## src/rtl/set_host_pkg.sv

```systemverilog
// Shared types and constants for the SET job host.
package set_host_pkg;

    localparam int unsigned COORD_W   = 4;
    localparam int unsigned CENTRAL_W = 6 * COORD_W;
    localparam int unsigned RADIUS_W  = 12;
    localparam int unsigned MODE_W    = 2;
    localparam int unsigned CNT_W     = 8;
    // Widest tag the descriptor can carry; the host uses the low TAG_W bits.
    localparam int unsigned TAG_MAX_W = 16;

    localparam logic [MODE_W-1:0] MODE_A   = 2'd0;
    localparam logic [MODE_W-1:0] MODE_AND = 2'd1;
    localparam logic [MODE_W-1:0] MODE_XOR = 2'd2;
    localparam logic [MODE_W-1:0] MODE_TRI = 2'd3;

    typedef enum logic [2:0] {
        S_WAIT,
        S_IDLE,
        S_ISSUE,
        S_HOLD,
        S_RESP
    } state_e;

    typedef struct packed {
        logic [CENTRAL_W-1:0] central;
        logic [RADIUS_W-1:0]  radius;
        logic [MODE_W-1:0]    mode;
        logic [TAG_MAX_W-1:0] tag;
    } job_desc_t;

endpackage

```

## src/rtl/set_job_fifo.sv

```systemverilog
// Synchronous FIFO of job descriptors; head is visible combinationally on data_o.
module set_job_fifo
    import set_host_pkg::*;
#(
    parameter int unsigned Depth = 4
) (
    input  logic      clk_i,
    input  logic      rst_ni,
    input  logic      push_i,
    input  job_desc_t data_i,
    input  logic      pop_i,
    output job_desc_t data_o,
    output logic      full_o,
    output logic      empty_o
);

    localparam int unsigned PtrW = $clog2(Depth);

    job_desc_t        mem_q [Depth];
    logic [PtrW-1:0]  wr_ptr_q, wr_ptr_d;
    logic [PtrW-1:0]  rd_ptr_q, rd_ptr_d;
    logic [PtrW:0]    count_q, count_d;
    logic             do_push, do_pop;

    assign full_o  = (count_q == (PtrW + 1)'(Depth));
    assign empty_o = (count_q == '0);
    assign data_o  = mem_q[rd_ptr_q];

    assign do_push = push_i && !full_o;
    assign do_pop  = pop_i && !empty_o;

    // Pointer and occupancy update; pointers wrap naturally since Depth is a power of two.
    always_comb begin
        wr_ptr_d = wr_ptr_q;
        rd_ptr_d = rd_ptr_q;
        count_d  = count_q;
        if (do_push) wr_ptr_d = wr_ptr_q + PtrW'(1);
        if (do_pop)  rd_ptr_d = rd_ptr_q + PtrW'(1);
        unique case ({do_push, do_pop})
            2'b10:   count_d = count_q + (PtrW + 1)'(1);
            2'b01:   count_d = count_q - (PtrW + 1)'(1);
            default: count_d = count_q;
        endcase
    end

    // Control state, cleared by synchronous active-low reset.
    always_ff @(posedge clk_i) begin
        if (!rst_ni) begin
            wr_ptr_q <= '0;
            rd_ptr_q <= '0;
            count_q  <= '0;
        end else begin
            wr_ptr_q <= wr_ptr_d;
            rd_ptr_q <= rd_ptr_d;
            count_q  <= count_d;
        end
    end

    // Storage array; contents are don't-care while the FIFO is empty.
    always_ff @(posedge clk_i) begin
        if (do_push) mem_q[wr_ptr_q] <= data_i;
    end

endmodule

```

## src/rtl/set_job_host.sv

```systemverilog
// Initiator for the SET engine: queues job descriptors, issues them one at a time
// with a one-cycle en strobe, holds operands until set_valid, and returns results
// with a watchdog that aborts jobs the engine never finishes.
module set_job_host
    import set_host_pkg::*;
#(
    parameter int unsigned DEPTH   = 4,
    parameter int unsigned TAG_W   = 4,
    parameter int unsigned TIMEOUT = 255
) (
    input  logic                 clk,
    input  logic                 rst,
    input  logic                 job_valid,
    output logic                 job_ready,
    input  logic [CENTRAL_W-1:0] job_central,
    input  logic [RADIUS_W-1:0]  job_radius,
    input  logic [MODE_W-1:0]    job_mode,
    input  logic [TAG_W-1:0]     job_tag,
    output logic                 en,
    output logic [CENTRAL_W-1:0] central,
    output logic [RADIUS_W-1:0]  radius,
    output logic [MODE_W-1:0]    mode,
    input  logic                 set_busy,
    input  logic                 set_valid,
    input  logic [CNT_W-1:0]     set_candidate,
    output logic                 res_valid,
    input  logic                 res_ready,
    output logic [CNT_W-1:0]     res_count,
    output logic [TAG_W-1:0]     res_tag,
    output logic                 res_timeout,
    output logic [15:0]          jobs_done
);

    localparam int unsigned    WdW    = $clog2(TIMEOUT);
    localparam logic [WdW-1:0] WdLast = WdW'(TIMEOUT - 1);

    state_e           state_q, state_d;
    job_desc_t        op_q, op_d;
    logic [WdW-1:0]   wdog_q, wdog_d;
    logic [CNT_W-1:0] res_count_q, res_count_d;
    logic [TAG_W-1:0] res_tag_q, res_tag_d;
    logic             res_timeout_q, res_timeout_d;
    logic [15:0]      jobs_done_q, jobs_done_d;

    job_desc_t        job_in;
    job_desc_t        fifo_head;
    logic             fifo_full, fifo_empty, fifo_pop;

    // Pack the incoming descriptor; unused tag bits are zero.
    always_comb begin
        job_in                = '0;
        job_in.central        = job_central;
        job_in.radius         = job_radius;
        job_in.mode           = job_mode;
        job_in.tag[TAG_W-1:0] = job_tag;
    end

    assign job_ready = !fifo_full;

    set_job_fifo #(
        .Depth (DEPTH)
    ) u_fifo (
        .clk_i   (clk),
        .rst_ni  (rst),
        .push_i  (job_valid),
        .data_i  (job_in),
        .pop_i   (fifo_pop),
        .data_o  (fifo_head),
        .full_o  (fifo_full),
        .empty_o (fifo_empty)
    );

    if (TAG_W < TAG_MAX_W) begin : g_tag_pad
        logic unused_tag_pad;
        assign unused_tag_pad = ^op_q.tag[TAG_MAX_W-1:TAG_W];
    end

    // Job sequencing FSM: next state, FIFO pop, operand capture and result capture.
    always_comb begin
        state_d       = state_q;
        op_d          = op_q;
        wdog_d        = wdog_q;
        res_count_d   = res_count_q;
        res_tag_d     = res_tag_q;
        res_timeout_d = res_timeout_q;
        jobs_done_d   = jobs_done_q;
        fifo_pop      = 1'b0;
        unique case (state_q)
            // Give SET one cycle after reset to settle into its read state.
            S_WAIT: state_d = S_IDLE;
            S_IDLE: begin
                if (!fifo_empty && !set_busy) begin
                    fifo_pop = 1'b1;
                    op_d     = fifo_head;
                    state_d  = S_ISSUE;
                end
            end
            S_ISSUE: begin
                wdog_d  = '0;
                state_d = S_HOLD;
            end
            S_HOLD: begin
                // wdog_d counts HOLD cycles including this one, so the abort
                // lands the result exactly TIMEOUT cycles after en.
                wdog_d = wdog_q + WdW'(1);
                if (set_valid) begin
                    res_count_d   = set_candidate;
                    res_tag_d     = op_q.tag[TAG_W-1:0];
                    res_timeout_d = 1'b0;
                    state_d       = S_RESP;
                end else if (wdog_d == WdLast) begin
                    res_count_d   = '0;
                    res_tag_d     = op_q.tag[TAG_W-1:0];
                    res_timeout_d = 1'b1;
                    state_d       = S_RESP;
                end
            end
            S_RESP: begin
                if (res_ready) begin
                    jobs_done_d = jobs_done_q + 16'd1;
                    state_d     = S_IDLE;
                end
            end
            default: state_d = S_WAIT;
        endcase
    end

    // State and datapath registers with synchronous active-low reset.
    always_ff @(posedge clk) begin
        if (!rst) begin
            state_q       <= S_WAIT;
            op_q          <= '0;
            wdog_q        <= '0;
            res_count_q   <= '0;
            res_tag_q     <= '0;
            res_timeout_q <= 1'b0;
            jobs_done_q   <= '0;
        end else begin
            state_q       <= state_d;
            op_q          <= op_d;
            wdog_q        <= wdog_d;
            res_count_q   <= res_count_d;
            res_tag_q     <= res_tag_d;
            res_timeout_q <= res_timeout_d;
            jobs_done_q   <= jobs_done_d;
        end
    end

    assign en          = (state_q == S_ISSUE);
    assign res_valid   = (state_q == S_RESP);
    assign central     = op_q.central;
    assign radius      = op_q.radius;
    assign mode        = op_q.mode;
    assign res_count   = res_count_q;
    assign res_tag     = res_tag_q;
    assign res_timeout = res_timeout_q;
    assign jobs_done   = jobs_done_q;

endmodule
```

## config.mk

```make
export PLATFORM = sky130hd
export DESIGN_NAME = set_job_host
export DESIGN_NICKNAME = d
export VERILOG_FILES = /design/src/rtl/set_host_pkg.sv /design/src/rtl/set_job_fifo.sv /design/src/rtl/set_job_host.sv
export SDC_FILE = /design/constraint.sdc
export NUM_CORES = 1
export LEC_CHECK = 0
export BUFFER_PORTS_ARGS = -buffer_cell sky130_fd_sc_hd__buf_2
export CAP_MARGIN = 20
export CORE_MARGIN = 8
export CORE_UTILIZATION = 45
export DETAILED_ROUTE_END_ITERATION = 12
export GPL_ROUTABILITY_DRIVEN = 0
export PLACE_DENSITY = 0.71
export SYNTH_ARGS = -nofsm -noshare
export SYNTH_HDL_FRONTEND = slang
export SYNTH_SLANG_ARGS = --single-unit
```

## constraint.sdc

```tcl
create_clock -name clk -period 4.47 [get_ports clk]
set_input_delay 0.2235 -clock clk [delete_from_list [all_inputs] [get_ports clk]]
set_output_delay 0.2235 -clock clk [all_outputs]
set_load 0.05 [all_outputs]
```

==> results of run 1 <==
==> per-layer routing <==
metal / GRT usage (%) / vias to the layer above / share of wire [%]
li1: - / 2816 / -
met4: 3.64 / 0 / 1.6
met5: 0 / - / 0
met1: 17.7 / 2822 / 46
met2: 23.8 / 136 / 48
met3: 3.35 / 24 / 4.6
==> sequential cells by signal (all words and copies together), names as in the netlist, 2 cells and up <==
| name | cells |
|---|---|
| res_count | 8 |
| jobs_done | 16 |
| state_q | 3 |
| u_fifo.wr_ptr_q | 2 |
| u_fifo.rd_ptr_q | 2 |
| mode | 2 |
| u_fifo.count_q | 3 |
| res_tag | 4 |
| radius | 12 |
| u_fifo.mem_q | 168 |
| wdog_q | 8 |
| central | 24 |
| op_q | 4 |
==> Yosys cell counts, types with 2 or more instances <==
cell / n / area, sq um
a21boi_0: 45 / 338
nor2_1: 8 / 30.0
a21oi_1: 6 / 30.0
mux2i_1: 5 / 50.1
nor3_1: 9 / 45.0
xor2_1: 8 / 70.1
inv_1: 13 / 48.8
mux4_2: 42 / 946
dfxtp_1: 89 / 1780
o22ai_1: 9 / 56.3
xnor2_1: 13 / 114
and2_1: 20 / 125
nand3_1: 11 / 55.1
nor2b_1: 8 / 50.1
nand4_1: 5 / 31.3
buf_2: 10 / 50.1
edfxtp_1: 168 / 5040
or3_1: 3 / 18.8
nand3b_1: 3 / 22.5
o21ai_0: 9 / 45.0
clkbuf_1: 21 / 78.8
buf_4: 39 / 293
and4_1: 2 / 17.5
a21o_1: 2 / 15.0
o21a_1: 3 / 22.5
nand2_1: 124 / 465
and3_1: 8 / 50.1
ha_1: 8 / 100
==> cell usage in the layout, fill, tap and decap left out, types with 4 or more instances in the layout <==
master           n
edfxtp_1       168
nand2_1        124
buf_2          124
dfxtp_1         87
dlygate4sd3_1   50
a21boi_0        45
mux4_2          42
clkbuf_16       28
and2_1          20
inv_1           13
xnor2_1         13
nand3_1         11
nor3_1           9
o21ai_0          9
o22ai_1          9
nor2_1           8
xor2_1           8
nor2b_1          8
ha_1             8
buf_4            8
a21oi_1          6
mux2i_1          5
nand4_1          5
clkinv_1         5
and3_2           4
and3_1           4
clkinv_2         4
clkbuf_1         4
==> worst max-delay path: stages (launching register included) <==
cell and delay, ns:
dfxtp_1 0.37, nor3_1 0.07, nor3_1 0.23, nand3b_1 0.12, buf_4 0.32, inv_2 0.12, ha_1 0.18, inv_1 0.06
fa_1 0.37, xor2_1 0.15, or3_1 0.30, a21boi_0 0.17
==> where the power goes <==
part	total (mW)	switching (mW)	leakage (nW)	internal (mW)
logic	1.06	0.652	1.69	0.407
clock network	2.31	0.931	0.453	1.38
registers	2.95	0.173	2.26	2.78
total	6.32	1.76	4.41	4.56
==> through the flow <==
step / cells / hold WS, ns / setup WS (ns)
2_1_floorplan: 708 / 0.322 / 1.93
3_3_place_gp: 1054 / 0.438 / 2.02
3_5_place_dp: 1054 / 0.441 / 1.91
4_1_cts: 1156 / 0.0353 / 1.88
5_1_grt: 1157 / 0.0721 / 1.65
6_report: 1157 / 0.0551 / 1.90
==> layout make-up <==
type | count | area share (%)
Clock buffer | 35 | 6.18
Tap cell | 285 | 2.91
Sequential cell | 257 | 55.8
Antenna cell | 1 | 0.0204
Inverter | 14 | 0.429
Timing Repair Buffer | 182 | 9.65
Clock inverter | 17 | 1.55
Multi-Input combinational cell | 366 | 23.5
==> timing repair <==
item                                    4_1_cts  5_1_grt
endpoints found under the hold margin       176        0
hold buffers                                 50        0
endpoints found under the setup margin        0        0
==> worst max-delay path by stage <==
stage	end	cells past startpoint	slack (ns)	start
2_1_floorplan	u_fifo.count_q[2]$_SDFFE_PN0P_	10	1.93	u_fifo.count_q[0]$_SDFFE_PN0P_
3_3_place_gp	u_fifo.count_q[2]$_SDFFE_PN0P_	11	2.02	u_fifo.count_q[0]$_SDFFE_PN0P_
3_5_place_dp	u_fifo.count_q[2]$_SDFFE_PN0P_	11	1.91	u_fifo.count_q[0]$_SDFFE_PN0P_
4_1_cts	u_fifo.count_q[2]$_SDFFE_PN0P_	11	1.88	u_fifo.count_q[0]$_SDFFE_PN0P_
5_1_grt	u_fifo.count_q[2]$_SDFFE_PN0P_	11	1.65	u_fifo.count_q[0]$_SDFFE_PN0P_
6_report	u_fifo.count_q[2]$_SDFFE_PN0P_	11	1.90	u_fifo.count_q[0]$_SDFFE_PN0P_
==> logic make-up (layout without fill, tap and decap cells) <==
| family | count (synthesis) | count (layout) |
|---|---|---|
| mux | 47 | 47 |
| xor+xnor | 21 | 21 |
| buf+inv | 85 | 248 |
| simple gates | 207 | 207 |
| fa+ha+maj | 9 | 9 |
| compound gates | 82 | 82 |
| flops | 257 | 257 |
| other cells | 0 | 1 |
==> impl_metrics.json, run 1 <==
{
  "status": "finished clean",
  "die_y_microns": 166,
  "drive_gt1_share_pct": 26.4,
  "antenna_left": 0,
  "syn_nets": 773,
  "grt_use_total_pct": 14.0,
  "min_from": "res_ready",
  "final_nets": 914,
  "total_power_mw": 6.32,
  "avgSynthCellArea_sq_um": 14.4,
  "regArea_sq_um": 6830,
  "drtIter0Drc": 382,
  "synth_adder_area_share_pct": 1.18,
  "worstReg2RegEnd": "u_fifo.count_q[2]$_SDFFE_PN0P_",
  "clockBufferDepth": 3,
  "die_x_microns": 166,
  "ios": 126,
  "grt_setup_unrepaired": "no",
  "die_area_sq_um": 27700,
  "reg2reg_depth": 11,
  "synthFlopType": "edfxtp_1",
  "yosys.area_share.simple_pct": 9.61,
  "cts_htree_levels": 1,
  "start_util_pct": 45.4,
  "utilization_pct": 54.6,
  "power_density_nw_per_um2": 516,
  "leakagePower_nw": 4.41,
  "hold_class": "in -> reg",
  "post_drt_wl_per_cell_microns": 17.0,
  "drc": 0,
  "period_share_pct": 57.4,
  "nFillCells": 1856,
  "dp_hpwl_mm": 11.3,
  "tightest_slew_ns": 0.927,
  "setup_tns_ns": 0,
  "numCtsBuffers": 28,
  "synth_compound_area_share_pct": 5.79,
  "ys_async_sr_fraction_pct": 0,
  "finalWirelength_mm": 19.7,
  "cts_sinks": 257,
  "synth_edf_count": 168,
  "fin_worst_skew_ns": 0.0217,
  "hold_viol_final": 0,
  "maxCapViolCount": 0,
  "cts-root-buf": "clkbuf_16",
  "clk_latency_ns": 0.55,
  "finalMaxSlewViolations": 0,
  "post_cts_buffers": 0,
  "synth.distinct_cells": 45,
  "yosys_warnings": 0,
  "setup-violations-final": 0,
  "cts_resized": 0,
  "vias": 5798,
  "crit_path_max_fanout": 43,
  "r2r_setup_slack_ns": 1.90,
  "syn_to_final_growth_pct": 20.3,
  "overflow": 0,
  "synth.area.mux_share_pct": 9.78,
  "layout.cell_area.non_filler_sq_um": 12200,
  "design.core.area_sq_um": 22400,
  "synth-seq-cells": 257,
  "rows": 55,
  "hold_path_end": "state_q[2]$_SDFFE_PN0P_",
  "holdPathStages": 3,
  "slew_headroom_pct": 38.2,
  "synth_top_family_by_area": "multiplexers",
  "antenna_found_initial": 1,
  "placed_cell_area_sq_um": 10800,
  "viasPerCell": 5.01,
  "multi_input_area_sq_um": 2870,
  "grt_max_degree": 103,
  "netlist_instances": 708,
  "grt_pass1_vias": 6068,
  "grt_pass1_wl_mm": 31.6,
  "synth_xor_area_share_pct": 1.81,
  "fin_crit_ns": 2.57,
  "crit_required_ns": 4.92,
  "cp-start-kind": "flop",
  "peakVddDrop_mv": 0.449,
  "synth_area_sq_um": 10200,
  "endpoint_kind": "flop",
  "arrival_ns": 3.02,
  "first_pass_iters": 4,
  "path_class": "reg -> reg",
  "cts_tree": "yes",
  "seq_area_frac_synth_pct": 67.1,
  "r2r_start": "u_fifo.count_q[0]$_SDFFE_PN0P_",
  "clk_transition_reported_paths_ns": 0.06,
  "fmax_ghz": 0.390,
  "port-buffer-count": 125
}
(Power assumes the default switching activity.)
==> run 2, diff against run 1 <==
--- a/config.mk
+++ b/config.mk
@@ -11,7 +11,7 @@
 export CORE_UTILIZATION = 45
 export DETAILED_ROUTE_END_ITERATION = 12
 export GPL_ROUTABILITY_DRIVEN = 0
-export PLACE_DENSITY = 0.71
+export PLACE_DENSITY = 0.74
 export SYNTH_ARGS = -nofsm -noshare
 export SYNTH_HDL_FRONTEND = slang
 export SYNTH_SLANG_ARGS = --single-unit
==> constraint.sdc (replaced) <==
create_clock -name clk -period 2.35 [get_ports clk]
set_input_delay 0.1175 -clock clk [delete_from_list [all_inputs] [get_ports clk]]
set_output_delay 0.1175 -clock clk [all_outputs]
set_load 0.05 [all_outputs]
==> run 2 against run 1 <==
Effect of this change: hold slack improved by 0.0049 ns; combinational power is 110% higher; core utilization rose by 0.22 points; non-clock buffer count is 12 higher; critical endpoint unchanged; largest cell class unchanged.
==> impl_metrics.json, run 2 (same netlist as run 1, synthesis figures left out) <==
{
  "hold_class": "in -> reg",
  "grt_setup_unrepaired": "no",
  "final_nets": 924,
  "grt_pass1_wl_mm": 32.0,
  "largest_reg_flops": 168,
  "antenna_found_initial": 0,
  "peakVddDrop_mv": 0.608,
  "maxCapViolCount": 0,
  "highest_layer": "met4",
  "clk_latency_ns": 0.52,
  "holdWs_ns": 0.0599,
  "fin_crit_ns": 2.14,
  "period_share_pct": 91.0,
  "dp_cells": 1064,
  "final_common_cell": "edfxtp_1",
  "first_pass_iters": 4,
  "syn_to_final_growth_pct": 20.8,
  "wl_met1_mm": 8.59,
  "crit_required_ns": 2.79,
  "cp-start-kind": "flop",
  "numCtsBuffers": 26,
  "fmax_ghz": 0.468,
  "drive_gt1_share_pct": 27.1,
  "cts_sinks": 257,
  "status": "finished clean",
  "cts_htree_levels": 1,
  "clk_transition_reported_paths_ns": 0.06,
  "final_cell_mix": "168 x edfxtp_1, 124 x nand2_1, 124 x buf_2",
  "instances_no_fill": 1164,
  "grt_pass1_vias": 6185,
  "leakagePower_nw": 4.43,
  "port-buffer-count": 125,
  "slew_headroom_pct": 64.7,
  "cts_tree": "yes",
  "vias": 5886,
  "crit_path_max_fanout": 6,
  "endpoint_kind": "flop",
  "dp_hpwl_mm": 12.1,
  "drc": 0,
  "grt_max_degree": 45,
  "reg2reg_depth": 10,
  "cts-root-buf": "clkbuf_16",
  "pre_cts_slack_ns": 0.161,
  "drtIter0Drc": 401,
  "placed_cell_area_sq_um": 11000,
  "layout.cell_area.non_filler_sq_um": 12300,
  "clockBufferDepth": 3,
  "wl_met3_microns": 977,
  "grt_use_total_pct": 14.1,
  "die_x_microns": 166,
  "ios": 126,
  "finalWirelength_mm": 19.8,
  "post_drt_wl_per_cell_microns": 17.0,
  "fin_worst_skew_ns": 0.0154,
  "total_power_mw": 11.6,
  "antenna_left": 0,
  "regMostFlops": "u_fifo.mem_q",
  "hold_viol_final": 0,
  "die_area_sq_um": 27700,
  "finalMaxSlewViolations": 0,
  "power_density_nw_per_um2": 947,
  "setup_slack_ns": 0.212,
  "insertedDiodeCount": 0,
  "arrival_ns": 2.58,
  "rows": 55,
  "setup-violations-final": 0,
  "setup_tns_ns": 0,
  "overflow": 0,
  "viasPerCell": 5.06,
  "wl_met2_mm": 9.89,
  "path_class": "reg -> reg",
  "holdPathStages": 2,
  "utilization_pct": 54.8,
  "die_y_microns": 166,
  "tightest_slew_ns": 0.529,
  "design.core.area_sq_um": 22400,
  "start_util_pct": 45.4
}
## run 2: path summary, 6_finish.rpt
check / slack, ns / to / from
setup reg to reg: 0.21 / u_fifo.count_q[2]$_SDFFE_PN0P_ / u_fifo.count_q[0]$_SDFFE_PN0P_
hold / removal: 0.06 / state_q[2]$_SDFFE_PN0P_ / rst
hold reg to reg: 0.45 / res_tag[0]$_SDFFE_PN0P_ / res_tag[0]$_SDFFE_PN0P_
setup / recovery: 0.21 / u_fifo.count_q[2]$_SDFFE_PN0P_ / u_fifo.count_q[0]$_SDFFE_PN0P_
## run 2: final cells by class
class                      count  area (sq um)
inverter                      14          52.6
clock inverter                16           143
timing repair buffer         194          1340
clock buffer                  32           673
fill                        1795         10100
multi-input combinational    366          2900
sequential                   257          6830
tap                          285           357
## run 2: where the power goes
group,switching (mW),leakage (nW),internal (mW)
clock,1.63,0.394,2.26
sequential,0.215,2.26,5.28
combinational,1.38,1.77,0.869
## run 2: timing repair
item | CTS | global route
setup buffers | 0 | 0
gates resized for setup | 0 | 1
hold buffers | 52 | 0
setup endpoints to repair | 0 | 1
endpoints found under the hold margin | 178 | 0
## run 2: metal layers
| layer | vias up | track usage, % |
|---|---|---|
| li1 | 2842 | - |
| met1 | 2874 | 17.2 |
| met2 | 146 | 25.1 |
| met3 | 24 | 3.30 |
| met4 | 0 | 3.09 |
| met5 | - | 0 |
## run 2: critical path: stages, from the launching register on
cell	delay, ns
dfxtp_2	0.33
inv_1	0.11
nand3_2	0.13
and2_1	0.21
inv_1	0.11
ha_4	0.15
inv_1	0.04
fa_1	0.38
xor2_1	0.16
or3_1	0.32
a21boi_1	0.13
==> run 3, diff against run 2 <==
--- a/config.mk
+++ b/config.mk
@@ -8,10 +8,10 @@
 export BUFFER_PORTS_ARGS = -buffer_cell sky130_fd_sc_hd__buf_2
 export CAP_MARGIN = 20
 export CORE_MARGIN = 8
-export CORE_UTILIZATION = 45
+export CORE_UTILIZATION = 50
 export DETAILED_ROUTE_END_ITERATION = 12
 export GPL_ROUTABILITY_DRIVEN = 0
-export PLACE_DENSITY = 0.74
+export PLACE_DENSITY = 0.77
 export SYNTH_ARGS = -nofsm -noshare
 export SYNTH_HDL_FRONTEND = slang
 export SYNTH_SLANG_ARGS = --single-unit
==> constraint.sdc (replaced) <==
create_clock -name clk -period 2.05 [get_ports clk]
set_input_delay 0.1025 -clock clk [delete_from_list [all_inputs] [get_ports clk]]
set_output_delay 0.1025 -clock clk [all_outputs]
set_load 0.05 [all_outputs]
==> run 3 against run 2 <==
Effect of this change: clock power grew 29%; global-route usage grew 2.6 points; final cell count is the same; clock-buffer cell count is the same; clock skew grew 0.0021 ns; register-to-register slack lost 0.16 ns; worst setup slack lost 0.16 ns; die area shrank 9.1%; largest cell class unchanged; critical path depth is the same; non-clock buffer count grew 15; via count grew 2.2%; hold slack lost 0.0010 ns.
==> impl_metrics.json, run 3 (same netlist as run 1, synthesis figures left out) <==
{
  "rows": 52,
  "crit_family": "simple AND/OR/NAND/NOR gates",
  "grt_pass1_vias": 6284,
  "hold_path_end": "state_q[2]$_SDFFE_PN0P_",
  "path_class": "reg -> reg",
  "cp-start-kind": "flop",
  "cts_tree": "yes",
  "dp_hpwl_mm": 13.0,
  "crit_chain": "nor3_2 > nor3_2 > nand3b_1 > inv_2 > ha_4 > inv_2 > fa_2 > xor2_1 > or3_1 > a21boi_1",
  "layout.cell_area.non_filler_sq_um": 12600,
  "slew_headroom_pct": 62.4,
  "worstReg2RegEnd": "u_fifo.count_q[2]$_SDFFE_PN0P_",
  "path_buf_inv": 2,
  "setup_slack_ns": 0.0543,
  "dp_cells": 1062,
  "r2r_start": "u_fifo.count_q[0]$_SDFFE_PN0P_",
  "syn_to_final_growth_pct": 23.7,
  "overflow": 0,
  "hold_viol_final": 0,
  "finalWirelength_mm": 20.8,
  "first_pass_iters": 5,
  "antenna_found_initial": 0,
  "hold_class": "in -> reg",
  "vias": 6013,
  "ios": 126,
  "cts_htree_levels": 1,
  "total_power_mw": 14.1,
  "peakVddDrop_mv": 0.884,
  "die_x_microns": 159,
  "final_nets": 939,
  "die_y_microns": 159,
  "die_area_sq_um": 25200,
  "regMostFlops": "u_fifo.mem_q",
  "reg2reg_depth": 10,
  "fin_worst_skew_ns": 0.0175,
  "drive_gt1_share_pct": 29.5,
  "clockBufferDepth": 3,
  "placed_cell_area_sq_um": 11100,
  "fmax_ghz": 0.501,
  "tightest_slew_ns": 0.564,
  "port-buffer-count": 125,
  "leakagePower_nw": 4.58,
  "p_sw_share_pct": 27.3,
  "clk_transition_reported_paths_ns": 0.06,
  "insertedDiodeCount": 0,
  "intPower_mw": 10.2,
  "crit_path_max_fanout": 3,
  "setup-violations-final": 0,
  "cpPeakStageDelay_ns": 0.35,
  "grt_pass1_wl_mm": 32.9,
  "cts-root-buf": "clkbuf_16",
  "largest_reg_flops": 168,
  "crit_required_ns": 2.50,
  "arrival_ns": 2.44,
  "finalMaxSlewViolations": 0,
  "status": "finished clean",
  "start_util_pct": 50.6,
  "instances_no_fill": 1164,
  "clkPwrFrac_pct": 35.6,
  "antenna_left": 0,
  "p_seq_share_pct": 44.8,
  "grt_setup_unrepaired": "yes",
  "viasPerCell": 5.17,
  "cts_sinks": 257,
  "post_drt_wl_per_cell_microns": 17.8,
  "grt_use_total_pct": 16.8,
  "setup_tns_ns": 0,
  "drc": 0,
  "power_density_nw_per_um2": 1120,
  "maxCapViolCount": 0,
  "min_from": "rst",
  "r2r_setup_slack_ns": 0.05,
  "numCtsBuffers": 26,
  "pre_cts_slack_ns": 0.0178,
  "fin_crit_ns": 2.00,
  "slowest_stage": "dfxtp_2",
  "drtIter0Drc": 424,
  "design.core.area_sq_um": 20100,
  "holdPathStages": 2,
  "comb_power_share_pct": 19.7,
  "utilization_pct": 62.6,
  "period_share_pct": 97.4,
  "p_sw_mw": 3.85,
  "holdWs_ns": 0.0589,
  "final_common_cell": "edfxtp_1",
  "final_cell_mix": "168 x edfxtp_1, 124 x nand2_1, 124 x buf_2",
  "clk_latency_ns": 0.53,
  "grt_max_degree": 48,
  "endpoint_kind": "flop"
}
run 3: layer usage:
metal	track usage [%]	vias up	share of wire, %
met4	5.39	0	2.3
met5	0	-	0
met2	28.9	166	49
met3	3.39	38	6.7
li1	-	2879	-
met1	20.7	2930	42
run 3: power groups by stage:
stage	Clock (mW)	Sequential, mW	Combinational [mW]
after detailed placement	0	6.42	2.70
final	5.01	6.31	2.77
after CTS	5.13	6.32	2.79
after floorplan	0	6.33	2.09
after global placement	0	6.40	2.64
after global routing	5.30	6.37	3.00
run 3: how the worst max path moves through the flow:
stage	start	endpoint	slack, ns	cells past startpoint
CTS	u_fifo.count_q[2]$_SDFFE_PN0P_	u_fifo.count_q[2]$_SDFFE_PN0P_	0.04	10
detailed placement	u_fifo.count_q[2]$_SDFFE_PN0P_	u_fifo.count_q[2]$_SDFFE_PN0P_	0.02	10
floorplan	u_fifo.count_q[2]$_SDFFE_PN0P_	u_fifo.count_q[2]$_SDFFE_PN0P_	-0.13	11
global route	u_fifo.count_q[1]$_SDFFE_PN0P_	u_fifo.count_q[2]$_SDFFE_PN0P_	-0.09	10
finish	u_fifo.count_q[0]$_SDFFE_PN0P_	u_fifo.count_q[2]$_SDFFE_PN0P_	0.05	10
global placement	u_fifo.count_q[2]$_SDFFE_PN0P_	u_fifo.count_q[2]$_SDFFE_PN0P_	0.09	10
run 3: cell type report:
type                            instances  area (sq um)
Inverter                               14          52.6
Multi-Input combinational cell        366          2910
Clock inverter                         16           225
Timing Repair Buffer                  209          1530
Fill cell                            1461          7510
Clock buffer                           32           703
Sequential cell                       257          6840
Tap cell                              270           338
run 3: what timing repair did:
item | in CTS | in global routing
setup endpoints to repair | 1 | 3
hold buffers | 52 | 0
endpoints found under the hold margin | 178 | 0
pin swaps | 2 | 2
setup buffers | 0 | 2
resized for setup | 0 | 2
run 3: worst register-to-register path, delay by kind of cell, from the launching register on:
kind                       cells  cell delay, ns
and+or+nand+nor                4            0.72
adders and majority gates      2            0.47
DFF                            1            0.35
xor gates and xnor gates       1            0.15
buffers and inverters          2            0.14
AOI/OAI and AO/OA              1            0.12
